[config.mk]
export PLATFORM = sky130hd
export DESIGN_NAME = square_ctl_flat
export DESIGN_NICKNAME = d
export VERILOG_FILES = /design/src/rtl/square_pkg.sv /design/src/rtl/square_ctl_if.sv /design/src/rtl/frame_tick.sv /design/src/rtl/square_ctl.sv /design/src/flat_wrapper.sv
export SDC_FILE = /design/constraint.sdc
export NUM_CORES = 1
export LEC_CHECK = 0
export BUFFER_PORTS_ARGS = -buffer_cell sky130_fd_sc_hd__buf_2
export CORE_MARGIN = 2
export CORE_UTILIZATION = 35
export DETAILED_ROUTE_END_ITERATION = 6
export GPL_TIMING_DRIVEN = 0
export PLACE_DENSITY_LB_ADDON = 0.25
export SYNTH_ARGS = -nofsm -noshare
export SYNTH_HDL_FRONTEND = slang
export SYNTH_SLANG_ARGS = --single-unit
[constraint.sdc]
create_clock -name clk -period 4.1 [get_ports clk]
set_clock_uncertainty 0.15 [all_clocks]
set_input_delay 0.82 -clock clk [delete_from_list [all_inputs] [get_ports clk]]
set_output_delay 0.82 -clock clk [all_outputs]
set_load 0.01 [all_outputs]
[src/rtl/square_pkg.sv]
`default_nettype none
// ============================================================================
// Module   : square_pkg
// Brief    : Shared state type, screen constants and saturating-move helper
//            for the falling-square motion controller.
// Revision : 1.0  initial release
// ============================================================================
package square_pkg;

    localparam int c_POS_W         = 12;
    localparam int c_SCREEN_W      = 800;
    localparam int c_SCREEN_H      = 600;
    localparam int c_SQUARE_SIZE   = 8;
    localparam int c_DEF_X_START   = 300;
    localparam int c_DEF_Y_START   = 30;

    typedef enum logic [1:0] {
        IDLE   = 2'd0,
        FALL   = 2'd1,
        LANDED = 2'd2
    } square_state_t;

    // One extra bit so a step below zero clamps instead of wrapping.
    function automatic logic [c_POS_W-1:0] sat_move(
        input logic [c_POS_W-1:0] pos,
        input logic               dec,
        input logic               inc,
        input logic [c_POS_W-1:0] step,
        input logic [c_POS_W-1:0] lo,
        input logic [c_POS_W-1:0] hi
    );
        logic signed [c_POS_W:0] v;
        v = $signed({1'b0, pos});
        if (dec && !inc)
            v = v - $signed({1'b0, step});
        else if (inc && !dec)
            v = v + $signed({1'b0, step});
        if (v < $signed({1'b0, lo}))
            v = $signed({1'b0, lo});
        else if (v > $signed({1'b0, hi}))
            v = $signed({1'b0, hi});
        return v[c_POS_W-1:0];
    endfunction

endpackage
`default_nettype wire

[src/rtl/square_ctl_if.sv]
`default_nettype none
// ============================================================================
// Module   : square_ctl_if
// Brief    : Request/position bundle between the input decoder, timing chain
//            and the square motion controller.
// Revision : 1.0  initial release
// ============================================================================
interface square_ctl_if;
    import square_pkg::*;

    logic                vblnk;
    logic                start;
    logic                left;
    logic                right;
    logic                drop;
    logic [c_POS_W-1:0]  xpos_square;
    logic [c_POS_W-1:0]  ypos_square;
    square_state_t       state;
    logic                landed;

    modport master (
        output vblnk, start, left, right, drop,
        input  xpos_square, ypos_square, state, landed
    );

    modport slave (
        input  vblnk, start, left, right, drop,
        output xpos_square, ypos_square, state, landed
    );

endinterface
`default_nettype wire

[src/rtl/frame_tick.sv]
`default_nettype none
// ============================================================================
// Module   : frame_tick
// Brief    : Registered vblnk rising-edge detector; one-cycle tick per frame.
// Revision : 1.0  initial release
// ============================================================================
module frame_tick (
    input  wire logic clk,
    input  wire logic rst,
    input  wire logic i_vblnk,
    output logic      o_tick
);

    logic r_vblnk;
    logic r_tick;

    always_ff @(posedge clk) begin
        if (rst) begin
            r_vblnk <= 1'b0;
            r_tick  <= 1'b0;
        end else begin
            r_vblnk <= i_vblnk;
            r_tick  <= i_vblnk & ~r_vblnk;
        end
    end

    assign o_tick = r_tick;

endmodule
`default_nettype wire

[src/rtl/square_ctl.sv]
`default_nettype none
// ============================================================================
// Module   : square_ctl
// Brief    : Per-frame position sequencer for the on-screen square:
//            IDLE (spawn) -> FALL (gravity + steering) -> LANDED -> respawn.
//            Define SQUARE_CTL_FASTDROP_EN to enable the drop (fast fall) input.
// Revision : 1.0  initial release
// ============================================================================
module square_ctl
    import square_pkg::*;
#(
    parameter int X_START     = c_DEF_X_START,
    parameter int Y_START     = c_DEF_Y_START,
    parameter int X_MIN       = 0,
    parameter int X_MAX       = c_SCREEN_W - c_SQUARE_SIZE,
    parameter int Y_FLOOR     = c_SCREEN_H - c_SQUARE_SIZE,
    parameter int STEP_X      = 8,
    parameter int STEP_Y      = 8,
    parameter int FALL_DIV    = 4,
    parameter int LAND_FRAMES = 60
) (
    input  wire logic   clk,
    input  wire logic   rst,
    square_ctl_if.slave sq
);

    localparam int c_CNT_MAX = (FALL_DIV > LAND_FRAMES) ? FALL_DIV : LAND_FRAMES;
    localparam int c_CNT_W   = $clog2(c_CNT_MAX + 1);

    localparam logic [c_POS_W-1:0] c_X_START = c_POS_W'(X_START);
    localparam logic [c_POS_W-1:0] c_Y_START = c_POS_W'(Y_START);
    localparam logic [c_POS_W-1:0] c_X_MIN   = c_POS_W'(X_MIN);
    localparam logic [c_POS_W-1:0] c_X_MAX   = c_POS_W'(X_MAX);
    localparam logic [c_POS_W-1:0] c_Y_FLOOR = c_POS_W'(Y_FLOOR);
    localparam logic [c_POS_W-1:0] c_STEP_X  = c_POS_W'(STEP_X);
    localparam logic [c_POS_W:0]   c_STEP_DY = (c_POS_W+1)'(STEP_Y);
    localparam logic [c_POS_W:0]   c_DROP_DY = (c_POS_W+1)'(4 * STEP_Y);
    localparam logic [c_POS_W:0]   c_FLOOR_W = (c_POS_W+1)'(Y_FLOOR);
    localparam logic [c_CNT_W-1:0] c_FALL_LAST = c_CNT_W'(FALL_DIV - 1);
    localparam logic [c_CNT_W-1:0] c_LAND_LAST = c_CNT_W'(LAND_FRAMES - 1);

    square_state_t      r_state, w_state_next;
    logic [c_POS_W-1:0] r_x, w_x_next;
    logic [c_POS_W-1:0] r_y, w_y_next;
    logic [c_CNT_W-1:0] r_cnt, w_cnt_next;
    logic               r_left_req, w_left_next;
    logic               r_right_req, w_right_next;
    logic               r_landed, w_landed_next;
    logic               w_tick;
    logic               w_fast;
    logic               w_step_en;
    logic [c_POS_W:0]   w_dy;
    logic [c_POS_W:0]   w_y_sum;

    frame_tick u_frame_tick (
        .clk     (clk),
        .rst     (rst),
        .i_vblnk (sq.vblnk),
        .o_tick  (w_tick)
    );

`ifdef SQUARE_CTL_FASTDROP_EN
    assign w_fast = sq.drop;
`else
    logic w_unused_drop;
    assign w_fast        = 1'b0;
    assign w_unused_drop = sq.drop;
`endif

    always_ff @(posedge clk) begin
        if (rst) begin
            r_state     <= IDLE;
            r_x         <= c_X_START;
            r_y         <= c_Y_START;
            r_cnt       <= '0;
            r_left_req  <= 1'b0;
            r_right_req <= 1'b0;
            r_landed    <= 1'b0;
        end else begin
            r_state     <= w_state_next;
            r_x         <= w_x_next;
            r_y         <= w_y_next;
            r_cnt       <= w_cnt_next;
            r_left_req  <= w_left_next;
            r_right_req <= w_right_next;
            r_landed    <= w_landed_next;
        end
    end

    always_comb begin
        w_state_next  = r_state;
        w_x_next      = r_x;
        w_y_next      = r_y;
        w_cnt_next    = r_cnt;
        w_left_next   = 1'b0;
        w_right_next  = 1'b0;
        w_landed_next = 1'b0;
        w_step_en     = 1'b0;
        w_dy          = '0;
        w_y_sum       = '0;

        case (r_state)
            IDLE: begin
                w_x_next   = c_X_START;
                w_y_next   = c_Y_START;
                w_cnt_next = '0;
                if (sq.start)
                    w_state_next = FALL;
            end

            FALL: begin
                if (w_tick) begin
                    w_x_next = sat_move(r_x, r_left_req, r_right_req,
                                        c_STEP_X, c_X_MIN, c_X_MAX);
                    if (w_fast) begin
                        w_step_en  = 1'b1;
                        w_dy       = c_DROP_DY;
                        w_cnt_next = '0;
                    end else if (r_cnt == c_FALL_LAST) begin
                        w_step_en  = 1'b1;
                        w_dy       = c_STEP_DY;
                        w_cnt_next = '0;
                    end else begin
                        w_cnt_next = r_cnt + c_CNT_W'(1);
                    end

                    w_y_sum = {1'b0, r_y} + w_dy;
                    if (w_step_en) begin
                        if (w_y_sum > c_FLOOR_W) begin
                            w_y_next      = c_Y_FLOOR;
                            w_state_next  = LANDED;
                            w_landed_next = 1'b1;
                            w_cnt_next    = '0;
                        end else begin
                            w_y_next = w_y_sum[c_POS_W-1:0];
                        end
                    end
                end

                // Flags seen on this tick are consumed; a pulse arriving in the
                // tick cycle itself is kept for the following tick.
                if (w_state_next == FALL) begin
                    w_left_next  = sq.left  | (r_left_req  & ~w_tick);
                    w_right_next = sq.right | (r_right_req & ~w_tick);
                end
            end

            LANDED: begin
                if (w_tick) begin
                    if (r_cnt == c_LAND_LAST) begin
                        w_state_next = IDLE;
                        w_x_next     = c_X_START;
                        w_y_next     = c_Y_START;
                        w_cnt_next   = '0;
                    end else begin
                        w_cnt_next = r_cnt + c_CNT_W'(1);
                    end
                end
            end

            default: begin
                w_state_next = IDLE;
            end
        endcase
    end

    assign sq.xpos_square = r_x;
    assign sq.ypos_square = r_y;
    assign sq.state       = r_state;
    assign sq.landed      = r_landed;

endmodule
`default_nettype wire

[src/flat_wrapper.sv]
// flat-port wrapper written by rule: the top's interface ports become plain ports
module square_ctl_flat import square_pkg::*;
#(
    parameter int X_START     = c_DEF_X_START,
    parameter int Y_START     = c_DEF_Y_START,
    parameter int X_MIN       = 0,
    parameter int X_MAX       = c_SCREEN_W - c_SQUARE_SIZE,
    parameter int Y_FLOOR     = c_SCREEN_H - c_SQUARE_SIZE,
    parameter int STEP_X      = 8,
    parameter int STEP_Y      = 8,
    parameter int FALL_DIV    = 4,
    parameter int LAND_FRAMES = 60
)
  (clk, rst, sq_vblnk, sq_start, sq_left, sq_right, sq_drop, sq_xpos_square, sq_ypos_square, sq_state, sq_landed);
  square_ctl_if sq_i ();
  input  wire logic clk;
  input  wire logic rst;
  input wire logic [$bits(sq_i.vblnk)-1:0] sq_vblnk;
  input wire logic [$bits(sq_i.start)-1:0] sq_start;
  input wire logic [$bits(sq_i.left)-1:0] sq_left;
  input wire logic [$bits(sq_i.right)-1:0] sq_right;
  input wire logic [$bits(sq_i.drop)-1:0] sq_drop;
  output wire logic [$bits(sq_i.xpos_square)-1:0] sq_xpos_square;
  output wire logic [$bits(sq_i.ypos_square)-1:0] sq_ypos_square;
  output wire logic [$bits(sq_i.state)-1:0] sq_state;
  output wire logic [$bits(sq_i.landed)-1:0] sq_landed;
  assign sq_i.vblnk = sq_vblnk;
  assign sq_i.start = sq_start;
  assign sq_i.left = sq_left;
  assign sq_i.right = sq_right;
  assign sq_i.drop = sq_drop;
  assign sq_xpos_square = sq_i.xpos_square;
  assign sq_ypos_square = sq_i.ypos_square;
  assign sq_state = sq_i.state;
  assign sq_landed = sq_i.landed;
  square_ctl #(.X_START(X_START), .Y_START(Y_START), .X_MIN(X_MIN), .X_MAX(X_MAX), .Y_FLOOR(Y_FLOOR), .STEP_X(STEP_X), .STEP_Y(STEP_Y), .FALL_DIV(FALL_DIV), .LAND_FRAMES(LAND_FRAMES)) u_core (.clk(clk), .rst(rst), .sq(sq_i));
endmodule
==> parameters.txt <==
Parameter                              Value

Outcome
  Outcome ... completed

Yosys
  Main flop type after synthesis ... dfxtp_1
  Warnings from Yosys ... 0
  Library cell with the largest summed area after synthesis ... dfxtp_1
  Area contributors post-synth ... dfxtp_1 31%, ha_1 5.3%, a21oi_1 3.8%
  Sequential share of the synthesized area ... 31.0%
  Count of mapped cells out of synthesis ... 258
  Number of distinct library cells after synthesis ... 61
  Number of flops mapped to enable cells by yosys ... 0
  Post-synthesis sequential element count ... 33
  Yosys top cell area share ... 31.0%
  Ys async rst share ... 0%
  Synthesized area divided by synthesized cell count ... 8.25 um^2
  Summed instance area of the synthesized netlist ... 2130 um^2

Clock network
  Cell chosen for the clock root ... clkbuf_8
  Cells resized by post-CTS repair ... 0
  Clock transition at the register clock pins on the worst setup and hold paths after CTS ... 0.07 ns
  CTS buffer count ... 5
  Clock tree from TritonCTS ... built
  Count of hold-fix buffers inserted at cts ... 0
  Worst-skew pair later-pin latency ... 0.29 ns
  Buffers inserted during post-CTS setup optimization ... 0
  H-tree Lvls ... 2
  Max Buffers Root-to-Sink ... 2
  Clk sinks ... 33

Power
  Power Density ... 274 nW/um^2
  Worst supply voltage drop on vdd ... 0.155 mV
  Leakage Power ... 0.965 nW

Route
  Total detailed-routing wirelength ... 4.93 mm
  DRT Pass-1 Iters ... 4
  Vias ... 1948
  Average wire per standard cell ... 13.3 um
  DRC errors left ... 0
  Residual antenna-violating net count after detailed routing ... 0
  Number of vias per cell after detailed routing ... 5.25
  DRC marker count from the first detailed-route iteration ... 154

Worst setup path
  Crit path buf inv count ... 1
  Slowest cell delay on critical path ... 0.46 ns
  Startpoint type of the worst setup path ... flip-flop
  Arrival @ worst endpoint ... 3.58 ns
  Family with the most delay on the worst path ... simple AND/OR/NAND/NOR gates
  Slowest library cell on the worst path ... nor4_2
  Data required time of the worst path ... 4.17 ns
  Path type of the worst setup path ... flip-flop to flip-flop
  Cell seen most often among critical-path stages ... ha_1
  Series of cell instances along the critical path ... ha_1, nand2b_1, nor4_2, ha_1, ha_1, nand3_1, xnor2_1, a2111oi_2, o31a_1, buf_6, nand4_4, or3_1, o21ai_1
  Top fanout value on the critical path ... 9
  Element type at the critical path end ... flip-flop

Final layout
  Layout Area Growth over Synthesis ... 15.4%
  Number of fillers in the final layout ... 614
  Nets@finish ... 311
  Share of layout cells above drive strength 1 ... 20.9%
  Ant diodes ... 0

Timing
  Hold Worst Slack ... 0.234 ns
  Final count of pins violating max slew ... 0
  Highest achievable clock rate ... 285 MHz
  Slew headroom ... 59.1%
  Share of the clock period used by the worst path ... 85.7%
  Unrepaired setup endpoints after global routing ... no
  Slew at the pin with the worst max-slew slack ... 0.609 ns
  Final Critical Period ... 3.51 ns
  Number of failing hold endpoints at the final stage ... 0
  Final setup violating endpoints ... 0
  Aggregate negative setup slack ... 0 ns

Worst hold path
  Tightest Hold Check Type ... flip-flop to flip-flop

Global route
  Wire length of the first global-routing pass ... 8.10 mm
  Pin count of the biggest net entering global routing ... 12
  Antenna violations before repair ... 0
  Combined global-route utilization of all metal layers ... 15.7%
  Remaining global-route overflow ... 0
  Vias in the first global route ... 1710

Placed design
  Final weighted congestion of routability-driven global placement ... 0.792
  Number of buffer cells added on primary ports ... 28
  HPWL after detailed placement ... 3.77 mm

Die
  Chip Width ... 82.0 um
  Die extent in y ... 82.0 um
  Standard-cell row count ... 28
  Boundary pin count ... 34
  Starting density of the core ... 36.2%
  Floorplan die area ... 6720 um^2
  Core region area ... 5890 um^2

Run
  Number of max-cap violations ... 0
==> power breakdown <==
| group | switching (mW) | internal (mW) |
|---|---|---|
| Clock | 0.126 | 0.117 |
| Combinational | 0.0612 | 0.0361 |
| Sequential | 0.00682 | 0.327 |
==> flip-flops by register name, indices dropped and copies added, names as in the netlist <==
register / count
u_core.sq.landed: 1
u_core.r_right_req: 1
u_core.sq.ypos_square: 10
u_core.u_frame_tick.r_vblnk: 1
u_core.r_cnt: 6
u_core.sq.state: 2
u_core.u_frame_tick.o_tick: 1
u_core.r_left_req: 1
u_core.sq.xpos_square: 10
==> routing by layer <==
layer | GRT usage [%] | part of all wire (%) | up-vias
li1 | - | - | 1004
met1 | 21.6 | 50 | 894
met3 | 3.63 | 5.2 | 8
met2 | 23.7 | 44 | 42
met4 | 5.67 | 1.3 | 0
met5 | 0 | 0 | -
==> cell families after synthesis <==
logic type      count (synthesis)  share of synthesized area (%)
flops                          33                           31.0
mux                             1                          0.470
compound gates                 60                           19.6
other cells                     1                          0.176
simple gates                  109                           29.3
buf+inv                        30                           7.29
fa+ha+maj                       9                           5.29
xor+xnor                       15                           6.88
==> worst reg2reg max path, cell delays in order (launching register included) <==
cell,delay (ns)
dfxtp_1,0.37
ha_1,0.21
nand2b_1,0.09
nor4_2,0.46
ha_1,0.36
ha_1,0.28
nand3_1,0.17
xnor2_1,0.18
a2111oi_2,0.29
o31a_1,0.20
buf_6,0.14
nand4_4,0.12
or3_1,0.34
o21ai_1,0.09
==> per-stage QoR <==
step                instance area [um^2]  setup slack, ns  utilization [%]  instances  power [mW]
finish                              2460            0.587             41.7        371       0.674
global route                        2460            0.283             41.7        371       0.709
CTS                                 2460            0.549             41.7        371       0.682
detailed placement                  2370            0.606             40.3        363       0.438
global placement                    2370            0.607             40.3        363       0.437
floorplan                           2140             1.03                -        260       0.413
==> cell usage in the layout, fill, tap and decap left out, types with 8 or more instances in the layout <==
cell | Yosys | routed
nor3_1 | 11 | 11
ha_1 | 9 | 9
buf_2 | 7 | 35
nor2_1 | 20 | 20
inv_1 | 12 | 12
a21oi_1 | 16 | 16
nand2_1 | 19 | 19
dfxtp_1 | 33 | 33
and2_1 | 8 | 8
nand4_1 | 8 | 8
nand3_1 | 12 | 12
==> synth_stat cells, types with 6 or more instances <==
master / count
nor2_1: 20
nand3_1: 12
xor2_1: 7
buf_2: 7
o21ai_1: 7
xnor2_1: 6
a21oi_1: 16
and2_1: 8
nor3_1: 11
inv_1: 12
dfxtp_1: 33
nand2b_1: 6
ha_1: 9
nand2_1: 19
nand4_1: 8
==> worst paths after layout <==
check | from | to | slack, ns | cells past startpoint
worst max-delay path | u_core.r_cnt[0] | u_core.sq.ypos_square[7] | 0.59 | 13
worst min-delay path | u_core.u_frame_tick.r_vblnk | u_core.u_frame_tick.o_tick | 0.23 | 1
worst max register to register | u_core.r_cnt[0] | u_core.sq.ypos_square[7] | 0.59 | 13
worst min register to register | u_core.u_frame_tick.r_vblnk | u_core.u_frame_tick.o_tick | 0.23 | 1
==> layout make-up <==
type | instances | area (um^2) | area share (%)
Buffer | 18 | 110 | 4.48
Clock buffer | 5 | 68.8 | 2.80
Clock inverter | 3 | 17.5 | 0.713
Inverter | 12 | 45.0 | 1.83
Multi-Input combinational cell | 197 | 1320 | 53.7
Sequential cell | 33 | 661 | 26.9
Tap cell | 75 | 93.8 | 3.82
Timing Repair Buffer | 28 | 140 | 5.71
Power figures use the tool's default switching activity.
